### config.mk
export PLATFORM = sky130hd
export DESIGN_NAME = xor_range_reg
export DESIGN_NICKNAME = d
export VERILOG_FILES = /design/src/rtl/xor_range_reg.sv
export SDC_FILE = /design/constraint.sdc
export NUM_CORES = 1
export LEC_CHECK = 0
export ABC_CLOCK_PERIOD_IN_PS = 2400
export CAP_MARGIN = 20
export CORE_MARGIN = 3
export CORE_UTILIZATION = 61
export CTS_CLUSTER_SIZE = 30
export DETAILED_ROUTE_END_ITERATION = 12
export MAX_ROUTING_LAYER = met4
export PLACE_DENSITY_LB_ADDON = 0.15
export SETUP_SLACK_MARGIN = 0.05
export SYNTH_ARGS = -nofsm -noshare
export SYNTH_HDL_FRONTEND = slang
export SYNTH_SLANG_ARGS = --single-unit
### constraint.sdc
create_clock -name clk -period 2.4 [get_ports clk]
set_input_delay 0.36 -clock clk [delete_from_list [all_inputs] [get_ports clk]]
set_output_delay 0.36 -clock clk [all_outputs]
set_load 0.05 [all_outputs]
### src/rtl/xor_range_reg.sv
// DEPTH x WIDTH xor register file with point updates and a sequentially scanned range-xor query.
// Define XOR_RANGE_SWAP_EN to swap reversed bounds instead of reporting out_err.
module xor_range_reg #(
  parameter int unsigned WIDTH = 8,
  parameter int unsigned DEPTH = 8,
  localparam int unsigned AW = $clog2(DEPTH)
) (
  input  logic             clk,
  input  logic             reset,
  input  logic             in_valid,
  output logic             in_ready,
  input  logic [1:0]       op,
  input  logic [AW-1:0]    idx_lo,
  input  logic [AW-1:0]    idx_hi,
  input  logic [WIDTH-1:0] din,
  output logic             out_valid,
  input  logic             out_ready,
  output logic [WIDTH-1:0] out_data,
  output logic             out_err
);

  localparam logic [1:0] OpXor   = 2'b00;
  localparam logic [1:0] OpSet   = 2'b01;
  localparam logic [1:0] OpRange = 2'b10;
  localparam logic [1:0] OpClear = 2'b11;

  typedef enum logic [1:0] {StIdle, StScan, StResp} state_e;

  state_e           state_q, state_d;
  logic [WIDTH-1:0] mem_q [DEPTH];
  logic [AW-1:0]    ptr_q, ptr_d, hi_q, hi_d;
  logic [WIDTH-1:0] acc_q, acc_d, data_q, data_d;
  logic             err_q, err_d;

  logic             accept;
  logic             bad_range;
  logic             range_err;
  logic [AW-1:0]    lo_eff, hi_eff;

  assign in_ready  = (state_q == StIdle);
  assign out_valid = (state_q == StResp);
  assign out_data  = data_q;
  assign out_err   = err_q;
  assign accept    = in_valid & in_ready;
  assign bad_range = (idx_lo > idx_hi);

`ifdef XOR_RANGE_SWAP_EN
  assign lo_eff    = bad_range ? idx_hi : idx_lo;
  assign hi_eff    = bad_range ? idx_lo : idx_hi;
  assign range_err = 1'b0;
`else
  assign lo_eff    = idx_lo;
  assign hi_eff    = idx_hi;
  assign range_err = bad_range;
`endif

  always_comb begin
    state_d = state_q;
    ptr_d   = ptr_q;
    hi_d    = hi_q;
    acc_d   = acc_q;
    data_d  = data_q;
    err_d   = err_q;
    unique case (state_q)
      StIdle: begin
        if (accept && op == OpRange) begin
          ptr_d   = lo_eff;
          hi_d    = hi_eff;
          acc_d   = '0;
          err_d   = range_err;
          state_d = StScan;
        end
      end
      StScan: begin
        // A bad range spends its single cycle here without reading memory.
        if (err_q) begin
          data_d  = '0;
          state_d = StResp;
        end else begin
          acc_d = acc_q ^ mem_q[ptr_q];
          if (ptr_q == hi_q) begin
            data_d  = acc_q ^ mem_q[hi_q];
            state_d = StResp;
          end else begin
            ptr_d = ptr_q + AW'(1);
          end
        end
      end
      StResp: begin
        if (out_ready) begin
          state_d = StIdle;
        end
      end
      default: state_d = StIdle;
    endcase
  end

  always_ff @(posedge clk or negedge reset) begin
    if (!reset) begin
      state_q <= StIdle;
      ptr_q   <= '0;
      hi_q    <= '0;
      acc_q   <= '0;
      data_q  <= '0;
      err_q   <= 1'b0;
    end else begin
      state_q <= state_d;
      ptr_q   <= ptr_d;
      hi_q    <= hi_d;
      acc_q   <= acc_d;
      data_q  <= data_d;
      err_q   <= err_d;
    end
  end

  // Writes happen only on accept, so memory is frozen during SCAN and RESP.
  always_ff @(posedge clk or negedge reset) begin
    if (!reset) begin
      for (int i = 0; i < int'(DEPTH); i++) begin
        mem_q[i] <= '0;
      end
    end else if (accept) begin
      unique case (op)
        OpXor:   mem_q[idx_lo] <= mem_q[idx_lo] ^ din;
        OpSet:   mem_q[idx_lo] <= din;
        OpClear: begin
          for (int i = 0; i < int'(DEPTH); i++) begin
            mem_q[i] <= '0;
          end
        end
        OpRange: ;
        default: ;
      endcase
    end
  end

endmodule

Word level (Yosys, flattened, before mapping)
Index checks and enable logic that the tools add are counted.
{ "op_classes": {"n_reduce_logical": 13, "n_addsub": 1, "n_bitwise": 7, "n_lt_le_gt_ge": 5, "muxes": 28, "n_eq_ne": 11} }
{ "ops": {"columns": ["operator", "n"], "rows": [
  ["64-bit case mux with 3 select lines", 1],
  ["64-bit bitwise mux", 2],
  ["8-bit 2-to-1 mux", 11],
  ["8-bit binary-select mux with 3-bit select", 3],
  ["8-bit demux with 3-bit select", 1],
  ["8-bit bitwise XOR", 3],
  ["8-bit case mux with 2 select lines", 1],
  ["4-bit greater-or-equal comparator (second input constant)", 3],
  ["3-bit inverter with 4-bit output", 3],
  ["3-bit 2-to-1 mux", 3],
  ["2-bit 2-to-1 mux", 4],
  ["2-bit equality test (second input constant)", 3],
  ["2-bit case mux with 3 select lines", 1],
  ["3-bit case mux with 2 select lines", 1],
  ["2-bit AND reduction", 3],
  ["3-bit AND reduction", 2],
  ["2-bit by 1-bit equality test with 1-bit output (second input constant)", 2],
  ["2-bit logical NOT", 2],
  ["4-bit by 1-bit less-than comparator with 1-bit output (second input constant)", 1],
  ["2-bit by 1-bit != test with 1-bit output (second input constant)", 2],
  ["2-bit != test (second input constant)", 2],
  ["4-bit AND reduction", 1],
  ["2-bit nonzero test", 2],
  ["3-bit by 1-bit adder with 3-bit output (second input constant)", 1],
  ["other kinds (6)", 7]
]} }
{ "totals": {"wordCells": 79, "regBits": 89, "output_inout_bits": 11} }

Logic depth before layout (Yosys ltp)
Gate-level depths: netlist of the first run.
{ "logic_depth": {"word_depth": 7, "ltp_mapped": 8} }

Worst setup path after synthesis of the first run
No wires, ideal clock.
{ "synth_path": {"path_kind": "input to register", "start": "input port idx_lo[0]", "end": "register with a tool-made name", "n_path_buf": 2, "t_arrival_ns": 1.743, "required_time_ns": 2.270, "setup_time_ns": 0.130, "stages": 7, "slack_ns": 0.527, "path_cell_list": "buf_6 buf_8 mux2i_1 mux4_2 xor2_1 a2bb2oi_2 o21ai_1"} }
{ "synth_rtl": {"columns": ["item", "line", "text"], "rows": [
  ["from (decl)", "13", "input logic [AW-1:0] idx_lo,"]
]} }

Final worst setup path of the first run
{ "layout_path": {"start": "register state_q[0]", "end": "output port out_valid"} }
{ "layout_between": {"elab_chain_cells": 1} }
{ "layout_rtl": {"columns": ["item", "line", "text"], "rows": [
  ["from (decl)", "29", "state_e state_q, state_d;"],
  ["from (signal assigned)", "100", "state_q <= StIdle;"],
  ["from (signal assigned)", "107", "state_q <= state_d;"],
  ["2-bit equality test", "41", "assign out_valid = (state_q == StResp);"],
  ["to (decl)", "16", "output logic out_valid,"]
]} }
No other way between the ends.

==> results of run 1 <==
-- how the worst min path moves through the flow --
stage / to / slack (ps) / cells past startpoint
global placement: out_data[4] / 350 / 1
global route: ptr_q[0] / 480 / 4
detailed placement: out_data[4] / 350 / 1
finish: ptr_q[0] / 460 / 4
floorplan: async pin / 60 / 0
CTS: ptr_q[0] / 450 / 4
-- Yosys cell counts, types with 3 or more instances --
cell | instances | share of area
mux2_2 | 3 | 0.0060
ha_1 | 4 | 0.0089
buf_2 | 10 | 0.0089
nand2b_1 | 4 | 0.0044
buf_4 | 6 | 0.0080
a2bb2oi_2 | 5 | 0.013
a21oi_1 | 23 | 0.020
clkbuf_1 | 14 | 0.0093
nor2b_1 | 5 | 0.0055
a22oi_1 | 6 | 0.0080
nand3_1 | 57 | 0.051
nor2_1 | 7 | 0.0047
o21ai_1 | 39 | 0.035
xor2_1 | 9 | 0.014
or3_1 | 9 | 0.010
and3_1 | 3 | 0.0033
xnor2_1 | 8 | 0.012
nand2_1 | 25 | 0.017
inv_1 | 14 | 0.0093
mux4_2 | 38 | 0.15
o22ai_1 | 8 | 0.0089
nor3b_1 | 3 | 0.0040
o221ai_1 | 6 | 0.0093
o21ai_0 | 27 | 0.024
dfrtp_1 | 89 | 0.39
buf_1 | 6 | 0.0040
mux2i_1 | 43 | 0.076
nor3_1 | 3 | 0.0027
a22o_1 | 9 | 0.014
-- stage by stage --
step	utilization	TNS [ps]	hold WS [ps]	worst slack [ps]	std cells
final	0.727	0	461	244	680
after global routing	0.727	0	485	164	680
after CTS	0.727	0	449	237	680
after detailed placement	0.705	-258	354	-34.0	663
after global placement	0.705	0	352	8.49	663
after floorplan	-	0	64.4	527	521
-- power breakdown --
part | switching, uW | total (uW) | internal [uW]
registers | 575 | 2570 | 2000
logic | 1780 | 3440 | 1660
clock network | 571 | 982 | 411
total | 2920 | 7000 | 4070
-- worst register-to-register path, cell delays in order (launching register included) --
cell      delay [ps]
dfrtp_1          440
or3b_1           560
or4_1            700
o221ai_1         260
-- cells by family (layout without fill, tap and decap cells) --
group | after synthesis | after routing | synth area share
AO/OA/AOI/OAI | 138 | 138 | 0.156
XOR/XNOR | 17 | 17 | 0.0264
adder cells (fa/ha/maj) | 4 | 4 | 0.00887
buffers and inverters | 55 | 106 | 0.0495
flip-flops | 89 | 89 | 0.395
multiplexers | 85 | 85 | 0.238
AND/OR/NAND/NOR | 133 | 133 | 0.127
-- layout make-up --
cell class / instances / area (um^2) / share of cell area
clock buffer: 11 / 141 / 0.0220
clock inverter: 5 / 38.8 / 0.00603
inverter: 15 / 56.3 / 0.00876
multi-input combinational: 377 / 3130 / 0.488
sequential: 89 / 2230 / 0.346
tap: 108 / 135 / 0.0210
timing repair buffer: 75 / 696 / 0.108
-- layer usage --
layer,track usage,up-vias,wire length [um]
met2,0.475,276,7080
met5,-,-,0
met1,0.427,2341,5970
met3,0.0478,32,1520
li1,-,2076,-
met4,0.102,0,278
==> metrics, run 1 <==
status=complete, no violations; most frequent cells in the layout=89 x dfrtp_1, 57 x nand3_1, 43 x mux2i_1, 40 x buf_4, 39 x o21ai_1; Leak=0.00269 uW; layout cell share with drive strength beyond 1=0.208; CP cell instances=inv_1 > nand2_1 > inv_1 > clkdlybuf4s50_1; Tmin final=2160 ps; Worst-path clk slew=90 ps; final hold viol count=0; Routed WL=14.8 mm; Tot Pwr=7000 uW; Mapped Area=5640 um^2; prevailing post-synth register cell=dfrtp_1; Die ar.=10400 um^2; Slew Viols, Final=0; filler cell count=634; 1st-pass router iterations=7; DP Wirelength=10.6 mm; Slew @ Worst Pin=650 ps; # rows=34; H-tree Lvls=3; Worst Hold Launch=idx_lo[0]; Synth Warn #=0; crit path capture type=output port; endpoints failing setup=0; CTS tree=done; Syn Nets=545; required time of the critical path=2040 ps; Placed Area=6240 um^2; Max Clk Rate=0.464 GHz; end of the critical path=out_valid; number of diodes=0; via count=4725; DR vias/cell=6.95; worst-path maximum fanout=6; design area=6430 um^2; Buffers on Ports=30; Reg2Reg Launch Point=state_q[0]; RSZ-0062 raised after global routing=no; CP Depth=4; clock root cell=clkbuf_8; Worst slew margin=0.566; Synth-to-Final Area Change=14.0%; hold buffers post-CTS=1; vias in the first global route=4564; CTS max path bufs=2; gr ovfl total=0; first-pass GRT wire length=23.9 mm; NumNets Final=591; Die H=102 um; mean post-synth cell area=10.8 um^2; worst r2r path cells=3; Max Cap Viol=0; GR Util All Layers=0.310; critical path type=reg2out; VDD IR max=0.573 mV; DR WL/cell=21.8 um; Worst path max stage delay=780 ps; pin count of the biggest net entering global routing=54; I/O Pins=31; CTS Buf Count=9; Tcrit/Tclk final=0.898; type of the most critical hold path=in2reg; worst skew pair latency=370 ps; Residual DRC=0; initial antenna violation count=0; Post-synth EDFFs=0; most common cell after layout, fill and taps aside=dfrtp_1; CORE AREA=8850 um^2; Synth Instances=521; Setup crit start=state_q[0]; TritonCTS sink count=89; Yosys cell types=60; crit-path leading delay family=buffers and inverters; register area share after synthesis=0.395; antenna-violating nets left=0; crit start category=flip-flop; clock skew=11.4 ps; arrival time worst endpoint=1800 ps; R2R setup slack=360 ps; GPL Wtd Cong=0.909; initial core utilization=0.637; number of buffers added for setup after CTS=0; fraction of registers with async set/reset=1.00; number of buffer and inverter stages on the critical path=3; DRT iter0 DRCs=428; pwr/cell area=1090 nW/um^2; Die X=102 um; Seq cells post-synth=89; CP max-delay cell=clkdlybuf4s50_1; post-CTS sizing=0; most numerous cell on the critical path=inv_1
Note: power is estimated with default switching activity, not from simulation.
==> inputs of run 2 (changes only) <==
--- a/config.mk
+++ b/config.mk
@@ -7,7 +7,7 @@
 export LEC_CHECK = 0
 export ABC_CLOCK_PERIOD_IN_PS = 2400
 export CAP_MARGIN = 20
-export CORE_MARGIN = 3
+export CORE_ASPECT_RATIO = 0.9
 export CORE_UTILIZATION = 61
 export CTS_CLUSTER_SIZE = 30
 export DETAILED_ROUTE_END_ITERATION = 12
==> run 2 against run 1 <==
Against the previous run:
- the run now ends with negative hold slack left
- largest cell class unchanged
- cell count rose by 1.0%
- global-route usage rose by 4.1 points
- critical path type unchanged
- clock skew rose by 5.4 ps
- power rose by 3.2%
- hold slack got worse by 470 ps
- clock-buffer cell count fell by 2
- critical endpoint unchanged
- highest routed layer unchanged
- fmax fell by 1.5%
- sequential share of layout area fell by 0.13 points
- combinational power barely moved
- final area rose by 0.37%
==> metrics, run 2 (synthesis results as in run 1) <==
CTS max path bufs=2; DR WL/cell=21.8 um; final worst slack=211 ps; pin count of the biggest net entering global routing=49; Tmin final=2190 ps; Placed Area=6230 um^2; hold buffers post-CTS=0; DP Wirelength=10.7 mm; GPL Wtd Cong=0.902; endpoints failing setup=0; Die X=103 um; worst skew pair latency=380 ps; critical path type=reg2out; required time of the critical path=2040 ps; initial core utilization=0.643; Worst slew margin=0.579; initial antenna violation count=0; DRT iter0 DRCs=387; number of buffers added for setup after CTS=0; Worst-path clk slew=100 ps; status=finished, violations left; design area=6450 um^2; I/O Pins=31; TritonCTS sink count=89; crit path capture type=output port; Residual DRC=0; hold slack=-8.68 ps; number of diodes=0; gr ovfl total=0; via count=4722; antenna-violating nets left=0; type of the most critical hold path=in2async; worst-path maximum fanout=6; Die ar.=9640 um^2; first-pass GRT wire length=24.1 mm; Tot Pwr=7230 uW; clock root cell=clkbuf_8; Max Cap Viol=0; # rows=32; DR vias/cell=6.87; RSZ-0062 raised after global routing=no; most frequent cells in the layout=89 x dfrtp_1, 57 x nand3_1, 43 x mux2i_1, 39 x o21ai_1, 38 x mux4_2; layout cell share with drive strength beyond 1=0.206; post-placement setup slack=-30.9 ps; CORE AREA=8770 um^2; vias in the first global route=4642; final hold viol count=10; Routed WL=15.0 mm; most common cell after layout, fill and taps aside=dfrtp_1; CTS Buf Count=9; arrival time worst endpoint=1830 ps; H-tree Lvls=3; Slew Viols, Final=0; clock skew=16.9 ps; Slew @ Worst Pin=630 ps; crit start category=flip-flop; VDD IR max=0.724 mV; Synth-to-Final Area Change=14.4%; pwr/cell area=1120 nW/um^2; Tcrit/Tclk final=0.912; post-CTS sizing=0; GR Util All Layers=0.351; Max Clk Rate=0.457 GHz; failing checks=negative hold slack; Die H=93.2 um; Leak=0.00269 uW; 1st-pass router iterations=5; Buffers on Ports=30; CTS tree=done; NumNets Final=587
-- run 2: cell types whose count changed in the layout (fill, tap and decap cells not counted) --
cell,before,now
buf_4,40,37
bufinv_16,0,2
clkinv_4,2,0
inv_6,1,3
clkbuf_1,1,0
clkbuf_8,10,9
dlygate4sd3_1,1,0
-- run 2: worst max-delay path, cell delays in order, from the launching register on --
cell and delay [ps]:
dfrtp_1 440, inv_1 90, nand2_1 70, inv_1 70, clkdlybuf4s50_1 790
-- run 2: layout make-up --
type                       instances  area (um^2)
multi-input combinational        377         3130
fill                             620         2320
sequential                        89         2230
timing repair buffer              71          663
tap                              119          149
clock buffer                       9          124
clock inverter                     7         98.8
inverter                          15         56.3
-- run 2: metrics by stage --
stage                     instances  utilization  TNS [ps]
final                           687        0.736         0
after global routing            687        0.736         0
after CTS                       687        0.736         0
after detailed placement        671        0.710      -112
after global placement          671        0.710         0
after floorplan                 521            -         0
-- run 2: metal layers --
layer,GRT usage,vias to the layer above,share of wire
met5,-,-,0
met4,0.122,0,0.027
met3,0.0852,45,0.11
met2,0.528,265,0.47
met1,0.466,2343,0.39
li1,-,2069,-
-- run 2: final timing paths --
kind | startpoint | to | slack (ps) | depth (start not counted)
max reg2reg | state_q[0] | flip-flop | 370 | 3
max in group asynchronous | reset | async pin | 1750 | 2
min | reset | acc_q[5] | -9 | 1
min reg2reg | out_data[7] | out_data[7] | 510 | 1
min in group clk | out_data[7] | out_data[7] | 510 | 1
max | state_q[0] | out_valid | 210 | 4
-- run 2: power by group --
group	leakage, uW	switching, uW	internal, uW
Sequential	0.00118	578	2000
Clock	0.000111	594	596
Combinational	0.00139	1800	1660
